==> src/rtl/axis_burst_meas_ctrl.sv <==
// axis_burst_meas_ctrl: measures burst count/length statistics on one selected AXI-Stream tvalid tap.
// Define AXIS_BURST_MEAS_GAP_EN to add gap_max_o (longest idle run between completed bursts).
module axis_burst_meas_ctrl #(
    parameter int NCH  = 4,
    parameter int CH_W = 2
) (
    input  logic            clk_i,
    input  logic            rst_ni,
    input  logic            start_i,
    input  logic            abort_i,
    input  logic [CH_W-1:0] ch_sel_i,
    input  logic [15:0]     nburst_i,
    input  logic [31:0]     timeout_i,
    input  logic [NCH-1:0]  s_tvalid_i,
    output logic            busy_o,
    output logic            done_o,
    output logic            timeout_o,
    output logic [15:0]     burst_cnt_o,
    output logic [31:0]     len_last_o,
    output logic [31:0]     len_min_o,
    output logic [31:0]     len_max_o,
`ifdef AXIS_BURST_MEAS_GAP_EN
    output logic [31:0]     gap_max_o,
`endif
    output logic [31:0]     total_o
);
    typedef enum logic [2:0] {IDLE, SYNC, WAIT, MEAS, DONE} state_t;
    state_t          state;
    logic            v_r, v_sel, fin, tmo, active;
    logic [CH_W-1:0] ch_r, ch_src, ch_eff;
    logic [15:0]     nb_r;
    logic [31:0]     to_r, tcnt, run;
    logic [32:0]     total_sum;
    always_comb begin
        // While idle the live select is used so v_r already tracks the new channel on the start edge.
        ch_src    = (state == IDLE) ? ch_sel_i : ch_r;
        ch_eff    = (32'(ch_src) < NCH) ? ch_src : '0;
        v_sel     = |(s_tvalid_i & (NCH'(1) << ch_eff));
        total_sum = {1'b0, total_o} + {1'b0, run};
        active    = (state == SYNC) || (state == WAIT) || (state == MEAS);
        fin       = (state == MEAS) && !v_r && (burst_cnt_o + 16'd1 == nb_r);
        tmo       = (to_r != '0) && (tcnt + 32'd1 == to_r);
    end
    always_ff @(posedge clk_i or negedge rst_ni) begin
        if (!rst_ni) begin
            state       <= IDLE;
            v_r         <= 1'b0;
            ch_r        <= '0;
            nb_r        <= '0;
            to_r        <= '0;
            tcnt        <= '0;
            run         <= '0;
            busy_o      <= 1'b0;
            done_o      <= 1'b0;
            timeout_o   <= 1'b0;
            burst_cnt_o <= '0;
            len_last_o  <= '0;
            len_min_o   <= '0;
            len_max_o   <= '0;
            total_o     <= '0;
        end else begin
            v_r    <= v_sel;
            done_o <= 1'b0;
            if (abort_i) begin
                state  <= IDLE;
                busy_o <= 1'b0;
            end else begin
                case (state)
                    IDLE: if (start_i) begin
                        state       <= SYNC;
                        busy_o      <= 1'b1;
                        ch_r        <= ch_sel_i;
                        nb_r        <= (nburst_i == '0) ? 16'd1 : nburst_i;
                        to_r        <= timeout_i;
                        tcnt        <= '0;
                        timeout_o   <= 1'b0;
                        burst_cnt_o <= '0;
                        len_last_o  <= '0;
                        len_min_o   <= '1;
                        len_max_o   <= '0;
                        total_o     <= '0;
                    end
                    SYNC: if (!v_r) state <= WAIT;
                    WAIT: if (v_r) begin
                        state <= MEAS;
                        run   <= 32'd1;
                    end
                    MEAS: if (v_r) run <= &run ? run : run + 32'd1;
                    else begin
                        len_last_o  <= run;
                        len_min_o   <= (run < len_min_o) ? run : len_min_o;
                        len_max_o   <= (run > len_max_o) ? run : len_max_o;
                        total_o     <= total_sum[32] ? '1 : total_sum[31:0];
                        burst_cnt_o <= burst_cnt_o + 16'd1;
                        state       <= fin ? DONE : WAIT;
                        done_o      <= fin;
                    end
                    DONE: begin
                        state  <= IDLE;
                        busy_o <= 1'b0;
                    end
                    default: state <= IDLE;
                endcase
                if (active) begin
                    tcnt <= tcnt + 32'd1;
                    // A final burst ending on the timeout cycle counts as normal completion.
                    if (tmo && !fin) begin
                        state     <= DONE;
                        timeout_o <= 1'b1;
                        done_o    <= 1'b1;
                    end
                end
            end
        end
    end
`ifdef AXIS_BURST_MEAS_GAP_EN
    logic [31:0] gap;
    // The gap preceding a burst is only scored once that burst completes, so the lead-in idle is skipped.
    always_ff @(posedge clk_i or negedge rst_ni) begin
        if (!rst_ni) begin
            gap       <= '0;
            gap_max_o <= '0;
        end else if (!abort_i && state == IDLE && start_i) begin
            gap       <= '0;
            gap_max_o <= '0;
        end else if (!abort_i && state == WAIT && !v_r) begin
            gap <= &gap ? gap : gap + 32'd1;
        end else if (!abort_i && state == MEAS && !v_r) begin
            gap <= 32'd1;
            if (burst_cnt_o != '0 && gap > gap_max_o) gap_max_o <= gap;
        end
    end
`endif
endmodule

==> config.mk <==
export PLATFORM = sky130hd
export DESIGN_NAME = axis_burst_meas_ctrl
export DESIGN_NICKNAME = d
export VERILOG_FILES = /design/src/rtl/axis_burst_meas_ctrl.sv
export SDC_FILE = /design/constraint.sdc
export NUM_CORES = 1
export LEC_CHECK = 0
export CAP_MARGIN = 20
export CORE_MARGIN = 2
export CORE_UTILIZATION = 55
export CTS_BUF_LIST = sky130_fd_sc_hd__clkbuf_16
export DETAILED_ROUTE_END_ITERATION = 12
export DONT_BUFFER_PORTS = 1
export PLACE_DENSITY = 0.7
export SLEW_MARGIN = 20
export SYNTH_ARGS = -nofsm -noshare
export SYNTH_HDL_FRONTEND = slang
export SYNTH_SLANG_ARGS = --single-unit
==> constraint.sdc <==
create_clock -name clk_i -period 3 [get_ports clk_i]
set_input_delay 0.15 -clock clk_i [delete_from_list [all_inputs] [get_ports clk_i]]
set_output_delay 0.15 -clock clk_i [all_outputs]
set_load 0.005 [all_outputs]
== Word-level counts from Yosys, hierarchy flattened ==
Cells that the tools add are included.

* Output and inout bits: 147
* RAM bits: 0
* ROM bits: 0
* Register bits after elaboration: 265
* Latch bits: 0
* Input bits: 58
* Logic and storage cells: 108
* Memories kept: 0

* Reduce and logical (&&, ||, !) cells: 25
* Order comparisons: 2
* Eq/ne operators: 14
* Div/mod/pow operators: 0
* Bitwise logic cells: 2
* Multiply operators: 0
* Shift-type cells: 1
* $add $sub $neg: 4
* Multiplexer cells: 45

{| class="wikitable"
|+ Operators with widths
! operator !! number
|-
| $mux W32 || 14
|-
| $pmux W32 S2 || 5
|-
| $add A32 B1 Y32 const B || 2
|-
| $mux W16 || 3
|-
| $add A32 B32 Y33 || 1
|-
| $eq A32 B32 Y1 || 1
|-
| $gt A32 B32 Y1 || 1
|-
| $lt A32 B32 Y1 || 1
|-
| $pmux W16 S2 || 1
|-
| $reduce_and A32 Y1 || 1
|-
| $reduce_bool A32 Y1 || 1
|-
| $mux W3 || 8
|-
| $add A16 B1 Y16 const B || 1
|-
| $eq A16 B16 Y1 || 1
|-
| $logic_not A16 Y1 || 1
|-
| $reduce_and A5 Y1 || 3
|-
| $pmux W3 S4 || 1
|-
| $mux W1 || 11
|-
| $ne A2 B2 Y1 const B || 5
|-
| $reduce_bool A2 Y1 || 4
|-
| $eq A3 B2 Y1 const B || 2
|-
| $reduce_and A3 Y1 || 2
|-
| $and A4 B4 Y4 || 1
|-
| $logic_and A1 B1 Y1 || 4
|-
| 15 further kinds || 18
|}

== Depth between registers and ports, before layout ==
* Word-level depth: 9
* Depth in mapped cells: 13

== Worst setup path before layout ==
No wires, ideal clock.

* Path type: reg2reg
* From: reg tcnt[0]
* To: reg timeout_o
* Data required time: 2.934 ns
* Setup slack: 0.259 ns
* Buffers on the path: 1
* Cell stages (with the launch flop): 12
* Data arrival time: 2.675 ns
* Period minus slack after synthesis: 2.741 ns
* Setup time: 0.066 ns
* Cells stage by stage: dfrtp_1 ha_1 and2_0 clkbuf_1 nand4_1 or3_1 a22oi_1 nor4b_1 nor4b_2 o2111a_1 and3_4 a22o_1

* Cells in the longest elaborated chain, start to end: 6

{| class="wikitable"
|+ RTL lines
! item !! line !! RTL
|-
| from (decl) || 32 || <nowiki>logic [31:0] to_r, tcnt, run;</nowiki>
|-
| from (signal assigned) || 105 || <nowiki>tcnt <= tcnt + 32'd1;</nowiki>
|-
| $add A32 B1 Y32 || 42 || <nowiki>tmo = (to_r != '0) && (tcnt + 32'd1 == to_r);</nowiki>
|-
| $eq A32 B32 Y1 || 42 ||
|-
| $logic_and A1 B1 Y1 || 42 ||
|-
| $logic_and A1 B1 Y1 || 107 || <nowiki>if (tmo && !fin) begin</nowiki>
|-
| $mux W1 || 107 ||
|-
| $mux W1 || 104 || <nowiki>if (active) begin</nowiki>
|-
| to (signal assigned) || 55 || <nowiki>timeout_o <= 1'b0;</nowiki>
|-
| to (signal assigned) || 76 || <nowiki>timeout_o <= 1'b0;</nowiki>
|-
| to (signal assigned) || 109 || <nowiki>timeout_o <= 1'b1;</nowiki>
|-
| to (decl) || 17 || <nowiki>output logic timeout_o,</nowiki>
|}

No other way between the ends.
A chain may end at the register's enable or synchronous reset.

== Worst setup path in the final report ==
Ends and elaborated chain as after synthesis.

==> qor.csv <==
metric;value;unit
clock sink count;265;
largest family of logic cells by synthesized area;compound AO/OA/AOI/OAI gates;
grt total ovfl;0;
Post-Syn Area per Cell;9.38;um^2
YS warnings;0;
r2r setup slk;0.08;ns
number of flops mapped to enable cells by yosys;0;
Initial Util;0.561;
Worst Skew;0.0142;ns
Layout Cells excl Fill;2206;
Area growth syn-to-layout;18.3;%
ANT nets after route;0;
most frequent cells in the layout;264 x dfrtp_1, 175 x nand2_1, 128 x buf_4;
Simple-Gate Fraction of Synth Area;0.166;
P_int;7060;uW
fin crit share;0.975;
Die X-Extent;173;um
hold_buf cts;55;
DR DRC count;0;
initial antenna violation count;0;
adder-cell share of the synthesized area;0.0795;
Critical Path Sink Type;flip-flop;
mux contribution to synthesized area;0.0430;
Vias;13600;
H-tree Lvls;1;
die area;0.0299;mm^2
Initial DRC Count;1001;
Synth Area in Compound Gates;0.189;
Post-Syn Area;0.0157;mm^2
R2R Path Start;tcnt[0];
Tot Pwr;10000;uW
post-synthesis async set-or-reset flop share;1.00;
TritonCTS clock tree;done;
sequential power share;0.448;
drt first pass iters;5;
# rows;61;
pwr/cell area;541;mW/mm^2
most common cell after layout, fill and taps aside;dfrtp_1;
Post-Synth XOR/XNOR Area;0.0598;
critical path peak fanout;6;
status;finished, violations left;
LEAKAGE;0.00893;uW
clk root buf;clkbuf_16;
clk_lat worst skew;0.58;ns
vias in the first global route;13200;
Final Hold Fails;265;
Worst slew margin;0.354;
Mapped Cells;1670;
# diodes;0;
Max Slew Vio Count;0;
hpwl dp;30900;um
GP Congestion;0.927;
Register-to-Register Path Depth;10;
critical path startpoint;tcnt[0];
Inst Count DP;2095;
Reg clk slew, reported paths;0.06;ns
Global Route Usage Sum;0.296;
# port buffers;0;
Layout Nets;1962;
Via-to-Cell Ratio;6.14;
Total Routed Length;45000;um
first-pass GRT wire length;72500;um
clock network fraction of total power;0.365;
Syn Nets;1827;
Synth cell types;69;
critical path class;flip-flop to flip-flop;
NetSw;2970;uW
predominant post-synthesis flop cell;dfrtp_1;
Setup-failing EPs final;0;
peak supply drop;0.441;mV
arrival time worst endpoint;3.43;ns
flop and latch count out of synthesis;265;
largest net degree at the start of global routing;266;
crit start category;flip-flop;
fraction of layout cells with a size suffix above 1;0.146;
Num CTS Buffers;30;
combinational fraction of design power;0.187;
# IOs;205;
post-layout min period;2.92;ns
Max Freq;342;MHz
max cap viols;0;
drt wl/cell;20.4;um
Worst Hold Class;input pin to async pin;
r2r endpoint;timeout_o;
CP required;3.50;ns
failing checks;hold timing;
die height;173;um
Net Sw Frac;0.296;
Clock Path Buffers;3;
hold_ws;-0.723;ns
Core Box Area;0.0279;mm^2
Worst-Margin Slew;0.969;ns
post-synthesis sequential area ratio;0.423;
==> per-layer routing <==
| metal | track usage | part of all wire | wire, um | vias to the layer above |
|---|---|---|---|---|
| li1 | - | - | - | 6329 |
| met1 | 0.400 | 0.43 | 19400 | 6668 |
| met2 | 0.481 | 0.47 | 21000 | 476 |
| met3 | 0.0734 | 0.079 | 3540 | 77 |
| met4 | 0.0727 | 0.023 | 1030 | 0 |
| met5 | 0 | 0 | 0 | - |
==> cells by family after synthesis <==
logic type	count (synthesis)
buffers and inverters	161
DFF	265
xor gates and xnor gates	107
AOI/OAI and AO/OA	451
and+or+nand+nor	527
adders and majority gates	99
muxes	60
==> worst max-delay path by stage <==
stage                          to  slack, ns  cells after the start
finish                  timeout_o       0.08                     10
detailed placement   len_max_o[7]      -0.46                     12
global route            timeout_o      -0.02                     11
CTS                  len_max_o[3]       0.01                     12
global placement    len_max_o[26]      -0.39                     12
floorplan               timeout_o       0.26                     11
==> registers in the layout, summed over array words and instances, names as in the netlist <==
| signal | flops |
|---|---|
| tcnt | 32 |
| len_last_o | 32 |
| state | 3 |
| ch_r | 2 |
| v_r | 1 |
| nb_r | 16 |
| len_max_o | 32 |
| total_o | 32 |
| run | 32 |
| timeout_o | 1 |
| burst_cnt_o | 16 |
| busy_o | 1 |
| to_r | 32 |
| done_o | 1 |
| len_min_o | 32 |
==> area by class of cell <==
type | count | area [um^2]
Clock buffer | 30 | 751
Clock inverter | 25 | 221
Fill cell | 2312 | 9390
Inverter | 74 | 278
Multi-Input combinational cell | 1244 | 8570
Sequential cell | 265 | 6630
Tap cell | 378 | 473
Timing Repair Buffer | 190 | 1620
==> what timing repair did <==
action / CTS / global route
resized for setup: 13 / 17
endpoints found under the setup margin: 36 / 92
buffers inserted: 0 / 1
pin swaps: 3 / 3
endpoints found under the hold margin: 322 / 265
cloned: 0 / 0
==> cells in the mapped netlist, types with 6 or more instances <==
library cell | number | area, um^2
nor2_1 | 88 | 330
nor3_1 | 25 | 125
and2_1 | 16 | 100
o41ai_1 | 9 | 78.8
a31oi_1 | 18 | 113
dfrtp_1 | 265 | 6630
o21a_1 | 12 | 90.1
a211oi_1 | 19 | 143
mux2_2 | 49 | 552
buf_2 | 8 | 40.0
xor2_1 | 42 | 368
o211ai_1 | 11 | 82.6
nand2_1 | 177 | 664
inv_1 | 73 | 274
a22o_1 | 35 | 307
ha_1 | 98 | 1230
and4_1 | 11 | 96.3
xnor2_1 | 65 | 569
nand4_1 | 35 | 219
nand3_1 | 80 | 400
clkbuf_1 | 69 | 259
nor2b_1 | 8 | 50.1
o31ai_1 | 27 | 203
o22a_1 | 32 | 280
a21o_1 | 49 | 368
nand2b_1 | 11 | 68.8
mux2i_1 | 10 | 100
and3_1 | 20 | 125
o21ai_0 | 125 | 626
or3_1 | 6 | 37.5
nor4_1 | 19 | 119
a21oi_1 | 85 | 425
==> per-stage QoR <==
step | TNS, ns | util | hold WS (ns) | cell area, um^2 | setup slack (ns)
after floorplan | 0 | - | -0.146 | 15700 | 0.259
after global placement | -12.21 | 0.604 | -0.136 | 16900 | -0.393
after detailed placement | -14.26 | 0.604 | -0.136 | 16900 | -0.458
after CTS | 0 | 0.661 | -0.734 | 18500 | 0.0117
after global routing | -0.0236 | 0.664 | -0.735 | 18500 | -0.0225
final | 0 | 0.664 | -0.723 | 18500 | 0.0754
==> critical path, stage by stage, from the launching register on <==
cell	delay (ns)
dfrtp_1	0.47
nand3_1	0.18
nor4_1	0.41
buf_4	0.19
nand4_1	0.14
xnor2_1	0.28
nand4_1	0.22
nor4b_4	0.33
o2111a_1	0.27
and3_4	0.21
a22o_1	0.15
==> power groups by stage <==
| stage | combinational [uW] | clock, uW | sequential [uW] |
|---|---|---|---|
| after floorplan | 1330 | 0 | 4350 |
| after global placement | 1660 | 0 | 4510 |
| after detailed placement | 1710 | 0 | 4530 |
| after CTS | 1810 | 3720 | 4470 |
| after global routing | 2050 | 3860 | 4530 |
| final | 1870 | 3660 | 4490 |
No activity file was read; power rests on OpenSTA's default activity.
